[src/rtl/rgb_hsmooth_if.sv]
// Avalon-ST style video stream bundle: 24-bit {R,G,B} data with sop/eop framing
// and valid/ready handshake (ready latency 0).
//   master: drives data/valid/sop/eop, receives ready (the producer side)
//   slave : receives data/valid/sop/eop, drives ready (the consumer side)
interface rgb_hsmooth_if;
  logic [23:0] data;
  logic        valid;
  logic        ready;
  logic        sop;
  logic        eop;

  modport master (output data, output valid, output sop, output eop, input ready);
  modport slave  (input data, input valid, input sop, input eop, output ready);
endinterface

[src/rtl/rgb_hsmooth.sv]
// Streaming horizontal [1 2 1]/4 smoothing filter for 24-bit RGB video.
// Video packets (header low nibble 0, enable=1) are filtered per channel with
// edge replication at both ends of each row; every other packet passes untouched.
// Each filtered row costs exactly one extra cycle, which is used to emit the
// right-edge pixel.
//
// Ports:
//   clk         system clock
//   reset       asynchronous, active-high reset
//   sink        input stream (slave modport; sink.ready is driven here)
//   source      output stream (master modport)
//   enable      0 = pass video unfiltered; sampled only on an accepted sop word
//   frame_count video frames completed (only with HSMOOTH_FRAME_STATS_EN)
//   width_err   sticky row-width / row-count error (only with HSMOOTH_FRAME_STATS_EN)
//
// Optional feature: define HSMOOTH_FRAME_STATS_EN to add frame_count and width_err.
module rgb_hsmooth #(
  parameter int unsigned IMAGE_W = 640,
  parameter int unsigned IMAGE_H = 480
) (
  input  logic          clk,
  input  logic          reset,
  rgb_hsmooth_if.slave  sink,
  rgb_hsmooth_if.master source,
  input  logic          enable
`ifdef HSMOOTH_FRAME_STATS_EN
  ,
  output logic [15:0]   frame_count,
  output logic [0:0]    width_err
`endif
);

  localparam int unsigned ColW = (IMAGE_W > 2) ? $clog2(IMAGE_W) : 1;
  localparam logic [ColW-1:0] LastCol = ColW'(IMAGE_W - 1);

  // The column logic needs at least two pixels per row.
  if (IMAGE_W < 2 || IMAGE_H < 1) begin : g_param_check
    $error("rgb_hsmooth: IMAGE_W must be >= 2 and IMAGE_H >= 1");
  end

  typedef enum logic [1:0] {StIdle, StPass, StVideo, StFlush} state_e;

  state_e          state_q, state_d;
  logic [ColW-1:0] column_q, column_d;
  logic [23:0]     p0_q, p0_d, p1_q, p1_d;
  logic            pending_q, pending_d;
  logic            eop_lat_q, eop_lat_d;
  logic [23:0]     out_data_q, out_data_d;
  logic            out_valid_q, out_valid_d;
  logic            out_sop_q, out_sop_d;
  logic            out_eop_q, out_eop_d;

  logic out_free;
  logic sink_ready;
  logic accept;

  // Per channel: (a + 2b + c + 2) >> 2 with a 10-bit sum; cannot exceed 255.
  function automatic logic [23:0] filt(input logic [23:0] a, input logic [23:0] b,
                                       input logic [23:0] c);
    logic [9:0]  sum;
    logic [23:0] res;
    res = '0;
    for (int i = 0; i < 3; i++) begin
      sum = {2'b00, a[8*i +: 8]} + {1'b0, b[8*i +: 8], 1'b0} + {2'b00, c[8*i +: 8]} + 10'd2;
      res[8*i +: 8] = sum[9:2];
    end
    return res;
  endfunction

  assign out_free   = ~out_valid_q | source.ready;
  assign sink_ready = (state_q != StFlush) & out_free;
  assign accept     = sink.valid & sink_ready;

  assign sink.ready    = sink_ready;
  assign source.data   = out_data_q;
  assign source.valid  = out_valid_q;
  assign source.sop    = out_sop_q;
  assign source.eop    = out_eop_q;

  always_comb begin
    state_d     = state_q;
    column_d    = column_q;
    p0_d        = p0_q;
    p1_d        = p1_q;
    pending_d   = pending_q;
    eop_lat_d   = eop_lat_q;
    out_data_d  = out_data_q;
    out_valid_d = out_valid_q & ~source.ready;
    out_sop_d   = out_sop_q;
    out_eop_d   = out_eop_q;

    unique case (state_q)
      StFlush: begin
        if (out_free) begin
          out_data_d  = filt(p0_q, p1_q, p1_q);
          out_valid_d = 1'b1;
          out_sop_d   = 1'b0;
          out_eop_d   = eop_lat_q;
          pending_d   = 1'b0;
          column_d    = '0;
          state_d     = eop_lat_q ? StIdle : StVideo;
        end
      end
      StIdle, StPass, StVideo: begin
        if (accept) begin
          if (sink.sop) begin
            // New packet header from any state; held video pixels are discarded.
            out_data_d  = sink.data;
            out_valid_d = 1'b1;
            out_sop_d   = 1'b1;
            out_eop_d   = sink.eop;
            pending_d   = 1'b0;
            column_d    = '0;
            if (sink.eop) begin
              state_d = StIdle;
            end else if (sink.data[3:0] == 4'd0 && enable) begin
              state_d = StVideo;
            end else begin
              state_d = StPass;
            end
          end else if (state_q == StPass) begin
            out_data_d  = sink.data;
            out_valid_d = 1'b1;
            out_sop_d   = 1'b0;
            out_eop_d   = sink.eop;
            if (sink.eop) begin
              state_d = StIdle;
            end
          end else if (state_q == StVideo) begin
            if (!pending_q) begin
              // First pixel of a row: replicate left edge, nothing to emit yet.
              p0_d      = sink.data;
              p1_d      = sink.data;
              pending_d = 1'b1;
            end else begin
              out_data_d  = filt(p0_q, p1_q, sink.data);
              out_valid_d = 1'b1;
              out_sop_d   = 1'b0;
              out_eop_d   = 1'b0;
              p0_d        = p1_q;
              p1_d        = sink.data;
            end
            if (column_q == LastCol || sink.eop) begin
              state_d   = StFlush;
              eop_lat_d = sink.eop;
            end else begin
              column_d = column_q + ColW'(1);
            end
          end
          // Non-sop words in StIdle are dropped.
        end
      end
      default: state_d = StIdle;
    endcase
  end

  always_ff @(posedge clk or posedge reset) begin
    if (reset) begin
      state_q     <= StIdle;
      column_q    <= '0;
      p0_q        <= '0;
      p1_q        <= '0;
      pending_q   <= 1'b0;
      eop_lat_q   <= 1'b0;
      out_data_q  <= '0;
      out_valid_q <= 1'b0;
      out_sop_q   <= 1'b0;
      out_eop_q   <= 1'b0;
    end else begin
      state_q     <= state_d;
      column_q    <= column_d;
      p0_q        <= p0_d;
      p1_q        <= p1_d;
      pending_q   <= pending_d;
      eop_lat_q   <= eop_lat_d;
      out_data_q  <= out_data_d;
      out_valid_q <= out_valid_d;
      out_sop_q   <= out_sop_d;
      out_eop_q   <= out_eop_d;
    end
  end

`ifdef HSMOOTH_FRAME_STATS_EN
  logic [15:0] frame_count_q;
  logic [15:0] row_q;
  logic        width_err_q;
  logic        flush_fire;
  logic        video_eop;
  logic        video_start;

  assign flush_fire  = (state_q == StFlush) & out_free;
  assign video_eop   = (state_q == StVideo) & accept & ~sink.sop & sink.eop;
  assign video_start = accept & sink.sop & ~sink.eop & (sink.data[3:0] == 4'd0) & enable;

  always_ff @(posedge clk or posedge reset) begin
    if (reset) begin
      frame_count_q <= '0;
      row_q         <= '0;
      width_err_q   <= 1'b0;
    end else begin
      if (video_start) begin
        row_q <= '0;
      end else if (flush_fire) begin
        if (eop_lat_q) begin
          frame_count_q <= frame_count_q + 16'd1;
          row_q         <= '0;
          if (row_q + 16'd1 != 16'(IMAGE_H)) begin
            width_err_q <= 1'b1;
          end
        end else begin
          row_q <= row_q + 16'd1;
        end
      end
      if (video_eop && column_q != LastCol) begin
        width_err_q <= 1'b1;
      end
    end
  end

  assign frame_count  = frame_count_q;
  assign width_err[0] = width_err_q;
`endif

endmodule

[src/flat_wrapper.sv]
// flat-port wrapper written by rule: the top's interface ports become plain ports
module rgb_hsmooth_flat 
#(
  parameter int unsigned IMAGE_W = 640,
  parameter int unsigned IMAGE_H = 480
)
  (clk, reset, enable, sink_data, sink_valid, sink_sop, sink_eop, sink_ready, source_data, source_valid, source_sop, source_eop, source_ready);
  rgb_hsmooth_if sink_i ();
  rgb_hsmooth_if source_i ();
  input  logic clk;
  input  logic reset;
  input  logic enable;
  input wire logic [$bits(sink_i.data)-1:0] sink_data;
  input wire logic [$bits(sink_i.valid)-1:0] sink_valid;
  input wire logic [$bits(sink_i.sop)-1:0] sink_sop;
  input wire logic [$bits(sink_i.eop)-1:0] sink_eop;
  output wire logic [$bits(sink_i.ready)-1:0] sink_ready;
  output wire logic [$bits(source_i.data)-1:0] source_data;
  output wire logic [$bits(source_i.valid)-1:0] source_valid;
  output wire logic [$bits(source_i.sop)-1:0] source_sop;
  output wire logic [$bits(source_i.eop)-1:0] source_eop;
  input wire logic [$bits(source_i.ready)-1:0] source_ready;
  assign sink_i.data = sink_data;
  assign sink_i.valid = sink_valid;
  assign sink_i.sop = sink_sop;
  assign sink_i.eop = sink_eop;
  assign sink_ready = sink_i.ready;
  assign source_data = source_i.data;
  assign source_valid = source_i.valid;
  assign source_sop = source_i.sop;
  assign source_eop = source_i.eop;
  assign source_i.ready = source_ready;
  rgb_hsmooth #(.IMAGE_W(IMAGE_W), .IMAGE_H(IMAGE_H)) u_core (.clk(clk), .reset(reset), .sink(sink_i), .source(source_i), .enable(enable));
endmodule
[config.mk]
export PLATFORM = sky130hd
export DESIGN_NAME = rgb_hsmooth_flat
export DESIGN_NICKNAME = d
export VERILOG_FILES = /design/src/rtl/rgb_hsmooth_if.sv /design/src/rtl/rgb_hsmooth.sv /design/src/flat_wrapper.sv
export SDC_FILE = /design/constraint.sdc
export NUM_CORES = 1
export LEC_CHECK = 0
export ABC_CLOCK_PERIOD_IN_PS = 5450
export BUFFER_PORTS_ARGS = -buffer_cell sky130_fd_sc_hd__buf_2
export CELL_PAD_IN_SITES_DETAIL_PLACEMENT = 1
export CELL_PAD_IN_SITES_GLOBAL_PLACEMENT = 1
export CORE_AREA = 3 3 135 137
export CTS_CLUSTER_DIAMETER = 200
export DETAILED_ROUTE_END_ITERATION = 10
export DIE_AREA = 0 0 138 140
export GPL_TIMING_DRIVEN = 0
export HOLD_SLACK_MARGIN = 0.08
export MAX_ROUTING_LAYER = met4
export PLACE_DENSITY_LB_ADDON = 0.05
export SYNTH_ARGS = -nofsm -noshare
export SYNTH_HDL_FRONTEND = slang
export SYNTH_SLANG_ARGS = --single-unit
export TNS_END_PERCENT = 20
[constraint.sdc]
create_clock -name clk -period 5.45 [get_ports clk]
set_input_delay 0 -clock clk [delete_from_list [all_inputs] [get_ports clk]]
set_output_delay 0 -clock clk [all_outputs]
set_load 0.02 [all_outputs]
==> Flow_metrics.wiki <==
{| class="wikitable"
! Metric !! Value
|-
| Average routed wire per standard cell || about 21 µm
|-
| Fraction of final layout cells with drive strength greater than 1 || 0.123
|-
| WS Path Type || register to register
|-
| Post-synth cell types || 60
|-
| Count of buffers inserted at the top-level ports || 58
|-
| Die Height || 140 µm
|-
| Worst Hold Class || input pin to register
|-
| Worst clock skew on the final layout || between 0.007 and 0.008 ns
|-
| Final HPWL DP || roughly 19 mm
|-
| First-iteration detailed-routing DRC count || between 300 and 400
|-
| Kind of cell adding the most delay to the critical path || compound AO/OA/AOI/OAI gates
|-
| Post-Syn Area || roughly 7700 µm²
|-
| Total negative slack for setup checks || 0 ns
|-
| Cell taking the most area after synthesis || sky130_fd_sc_hd__dfrtp_1
|-
| Number of endpoints failing setup at the final stage || 0
|-
| Max Transition Viols Final || 0
|-
| Highest metal used || met4
|-
| Core Rows || 48
|-
| CP Launch Type || register
|-
| DR DRC count || 0
|-
| Sort of element at the end of the critical path || register
|-
| Max Freq || between 200 and 300 MHz
|-
| Die Outline Area || 19300 µm²
|-
| Most repeated library cell on the critical path || sky130_fd_sc_hd__ha_1
|-
| All-layer global routing usage || 0.266
|-
| R2R setup slack || 1.49 ns
|-
| TritonCTS sink count || 89
|-
| Clock root cell || sky130_fd_sc_hd__clkbuf_16
|-
| Final hold violation count || 0
|-
| Antenna violations before repair || 0
|-
| Critical path's largest stage delay || 0.52 ns
|-
| Proportion of synthesized chip area in sequential cells || 0.290
|-
| Final cycle utilization of the critical path || 0.726
|-
| Sequential cell area || 2230 µm²
|-
| Result of the run || completed
|-
| Floorplan die width || between 100 and 150 µm
|-
| Endpoint of the most critical setup path || u_core.source.data[23]$_DFFE_PP0P_
|-
| Vias in the first global route || between 7000 and 8000
|-
| Number of buffers added by the clock tree synthesis step || 9
|-
| Remaining number of nets flagged by the antenna check after routing || 0
|-
| Area share of the leading cell type in the synthesized netlist || 0.290
|-
| Number of enable flip-flop cells after synthesis || 0
|-
| Source of the critical timing path || u_core.p1_q[16]$_DFFE_PP0P_
|-
| Starting utilization of the core area || 0.447
|-
| Worst-margin pin slew || 1.06 ns
|-
| First-pass DRT Iterations || 4
|-
| Clock slew at reported path FFs || 0.07 ns
|-
| Post-synthesis average cell area || between 8 and 9 µm²
|-
| Share of synthesized flip-flops with an asynchronous set or reset || 1.00
|-
| Most frequent cells in the layout || 111 x sky130_fd_sc_hd__ha_1, 89 x sky130_fd_sc_hd__dfrtp_1, 88 x sky130_fd_sc_hd__nor2_1, 79 x sky130_fd_sc_hd__a21oi_1, 68 x sky130_fd_sc_hd__buf_2
|-
| Number of nets in the final layout || about 1100
|-
| Number of buffers added for setup after CTS || 0
|-
| Critical path arrival || 4.21 ns
|-
| Length in cells of the worst reg-to-reg path || 13
|-
| Number of instances resized during post-cts repair || 0
|-
| Max H-tree Level || 3
|-
| Synth-to-layout area growth || 15.9%
|-
| Routed length on met1 || 11.1 mm
|-
| Filler cells || between 2000 and 2500
|-
| Setup repair after global routing missed its margin || false
|-
| Count of buffering cells on the critical path with inverters included || 0
|-
| Most common flop cell mapped by yosys || sky130_fd_sc_hd__dfrtp_1
|-
| Final hold slack || about 0.17 ns
|-
| Critical Path, Cell by Cell || ha_1, fa_1, a211oi_1, o21bai_1, a21oi_1, xnor2_1, ha_1, ha_1, a21o_1, a221oi_1, xor2_1, o211a_1, a211oi_1
|-
| Met3 routed WL || 838 µm
|-
| Via count || about 6900
|-
| Crit Reg-Reg Endpoint || u_core.source.data[23]$_DFFE_PP0P_
|-
| Global-route wire length before repair || between 40 and 50 mm
|-
| Total Wirelength || between 20 and 25 mm
|-
| Met2 wire length || approximately 12 mm
|-
| TritonCTS clock tree || built
|-
| Critical-path maximum fanout || 7
|-
| Insertion delay of the later-clocked pin in the worst-skew pair || ~0.36 ns
|-
| Critical path data required time || ~5.7 ns
|-
| Synthesis-stage register bit count || between 80 and 90
|-
| Slowest cell on the critical path || sky130_fd_sc_hd__fa_1
|-
| Reg2Reg Launch Point || u_core.p1_q[16]$_DFFE_PP0P_
|-
| Core Footprint || 17200 µm²
|-
| Number of vias per cell after detailed routing || 5.86
|-
| Number of nets in the synthesized netlist || approximately 1000
|-
| Overall overflow remaining after global route || 0
|-
| Post-synthesis instance total || about 850
|-
| Relative slew margins || 0.294
|-
| Global placer's final weighted congestion || about 0.84
|-
| Cell types with the largest area share after synthesis || sky130_fd_sc_hd__dfrtp_1 29%, sky130_fd_sc_hd__ha_1 18%, sky130_fd_sc_hd__a21oi_1 5.2%
|-
| I/O pins || 59
|-
| Buffer depth of the longest clock path || 2
|-
| Critical path depth || 13
|-
| Warnings from Yosys || 0
|-
| Minimum clock period || a little under 4 ns
|-
| Total area of multi-input combinational cells || a little over 5000 µm²
|-
| Maximum number of pins on one net before global-route repair || 57
|-
| Most common cell after layout, fill and taps aside || sky130_fd_sc_hd__ha_1
|-
| Max-cap viol count || 0
|}
## synth_stat cells (11+ instances only)
library cell and count:
sky130_fd_sc_hd__nor2b_1 12, sky130_fd_sc_hd__o21ai_0 46, sky130_fd_sc_hd__a21o_1 13, sky130_fd_sc_hd__ha_1 111
sky130_fd_sc_hd__a211oi_1 12, sky130_fd_sc_hd__xnor2_1 35, sky130_fd_sc_hd__nor2_1 88, sky130_fd_sc_hd__mux2_2 24
sky130_fd_sc_hd__nand3_1 11, sky130_fd_sc_hd__o211ai_1 17, sky130_fd_sc_hd__dfrtp_1 89, sky130_fd_sc_hd__nand2_1 58
sky130_fd_sc_hd__a21oi_1 79, sky130_fd_sc_hd__nor3_1 27, sky130_fd_sc_hd__inv_1 45, sky130_fd_sc_hd__mux2i_1 30
sky130_fd_sc_hd__nand2b_1 13
## repair_timing
item | in CTS | in global routing
hold buffers | 29 | 0
setup endpoints to repair | 0 | 0
hold endpoints to repair | 96 | 0
## worst register-to-register path, delay by kind of cell (launching register included)
family,cells,cell delay (ns)
XOR/XNOR,2,0.29
AO/OA/AOI/OAI,7,1.67
adder cells (fa/ha/maj),4,1.47
flip-flops,1,0.43
## layer usage
layer,up-vias,GRT usage
li1,3297,-
met1,3472,0.326
met2,123,0.459
met3,38,0.0365
met4,0,0.0796
met5,-,-
## worst min-delay path by stage
stage | start | to | slack [ns] | cells past startpoint
4_1_cts | source_ready | u_core.source.valid$_DFF_PP0_ | 0.17 | 4
3_5_place_dp | reset | u_core.column_q[2]$_DFFE_PP0P_ | 0.06 | 2
2_1_floorplan | sink_data[17] | u_core.p1_q[17]$_DFFE_PP0P_ | 0.12 | 2
3_3_place_gp | sink_data[9] | u_core.p1_q[9]$_DFFE_PP0P_ | 0.27 | 3
5_1_grt | source_ready | u_core.source.valid$_DFF_PP0_ | 0.25 | 4
6_report | source_ready | u_core.source.valid$_DFF_PP0_ | 0.17 | 4
## registers in the layout (all words and copies together) (netlist names)
signal	count
u_core.p1_q	24
u_core.eop_lat_q	1
u_core.p0_q	24
u_core.source.valid	1
u_core.column_q	10
u_core.pending_q	1
u_core.source.data	24
u_core.source.eop	1
u_core.source.sop	1
u_core.state_q	2
## stage by stage
step                      std cells  worst slack [ns]  cell area, µm²   util
after floorplan                 853              2.01            7670      -
final                          1183              1.49            8890  0.518
after detailed placement       1137              1.54            8270  0.482
after CTS                      1182              1.51            8890  0.517
after global placement         1136              1.63            8240  0.480
after global routing           1182              1.17            8890  0.517
## cell type report
cell class	count	area share
multi-input cells	691	0.579
flip-flops and latches	89	0.250
repair buffers	88	0.0684
well taps	225	0.0317
clock buffers	9	0.0253
inverters	45	0.0193
plain buffers	28	0.0141
clock inverters	7	0.0114
diodes	1	0.000281
## cells by family (layout without fill, tap and decap cells)
kind of cell,count (synthesis),count (layout),share of synthesized area
fa+ha+maj,120,120,0.205
xor+xnor,43,43,0.0491
simple gates,253,253,0.162
other cells,0,1,0
compound gates,221,221,0.181
buf+inv,73,177,0.0383
mux,54,54,0.0744
flops,89,89,0.290
Power is left out: the tool's default activity adds up to more than one toggle a clock period on the data nets, which glitch-free logic cannot reach.
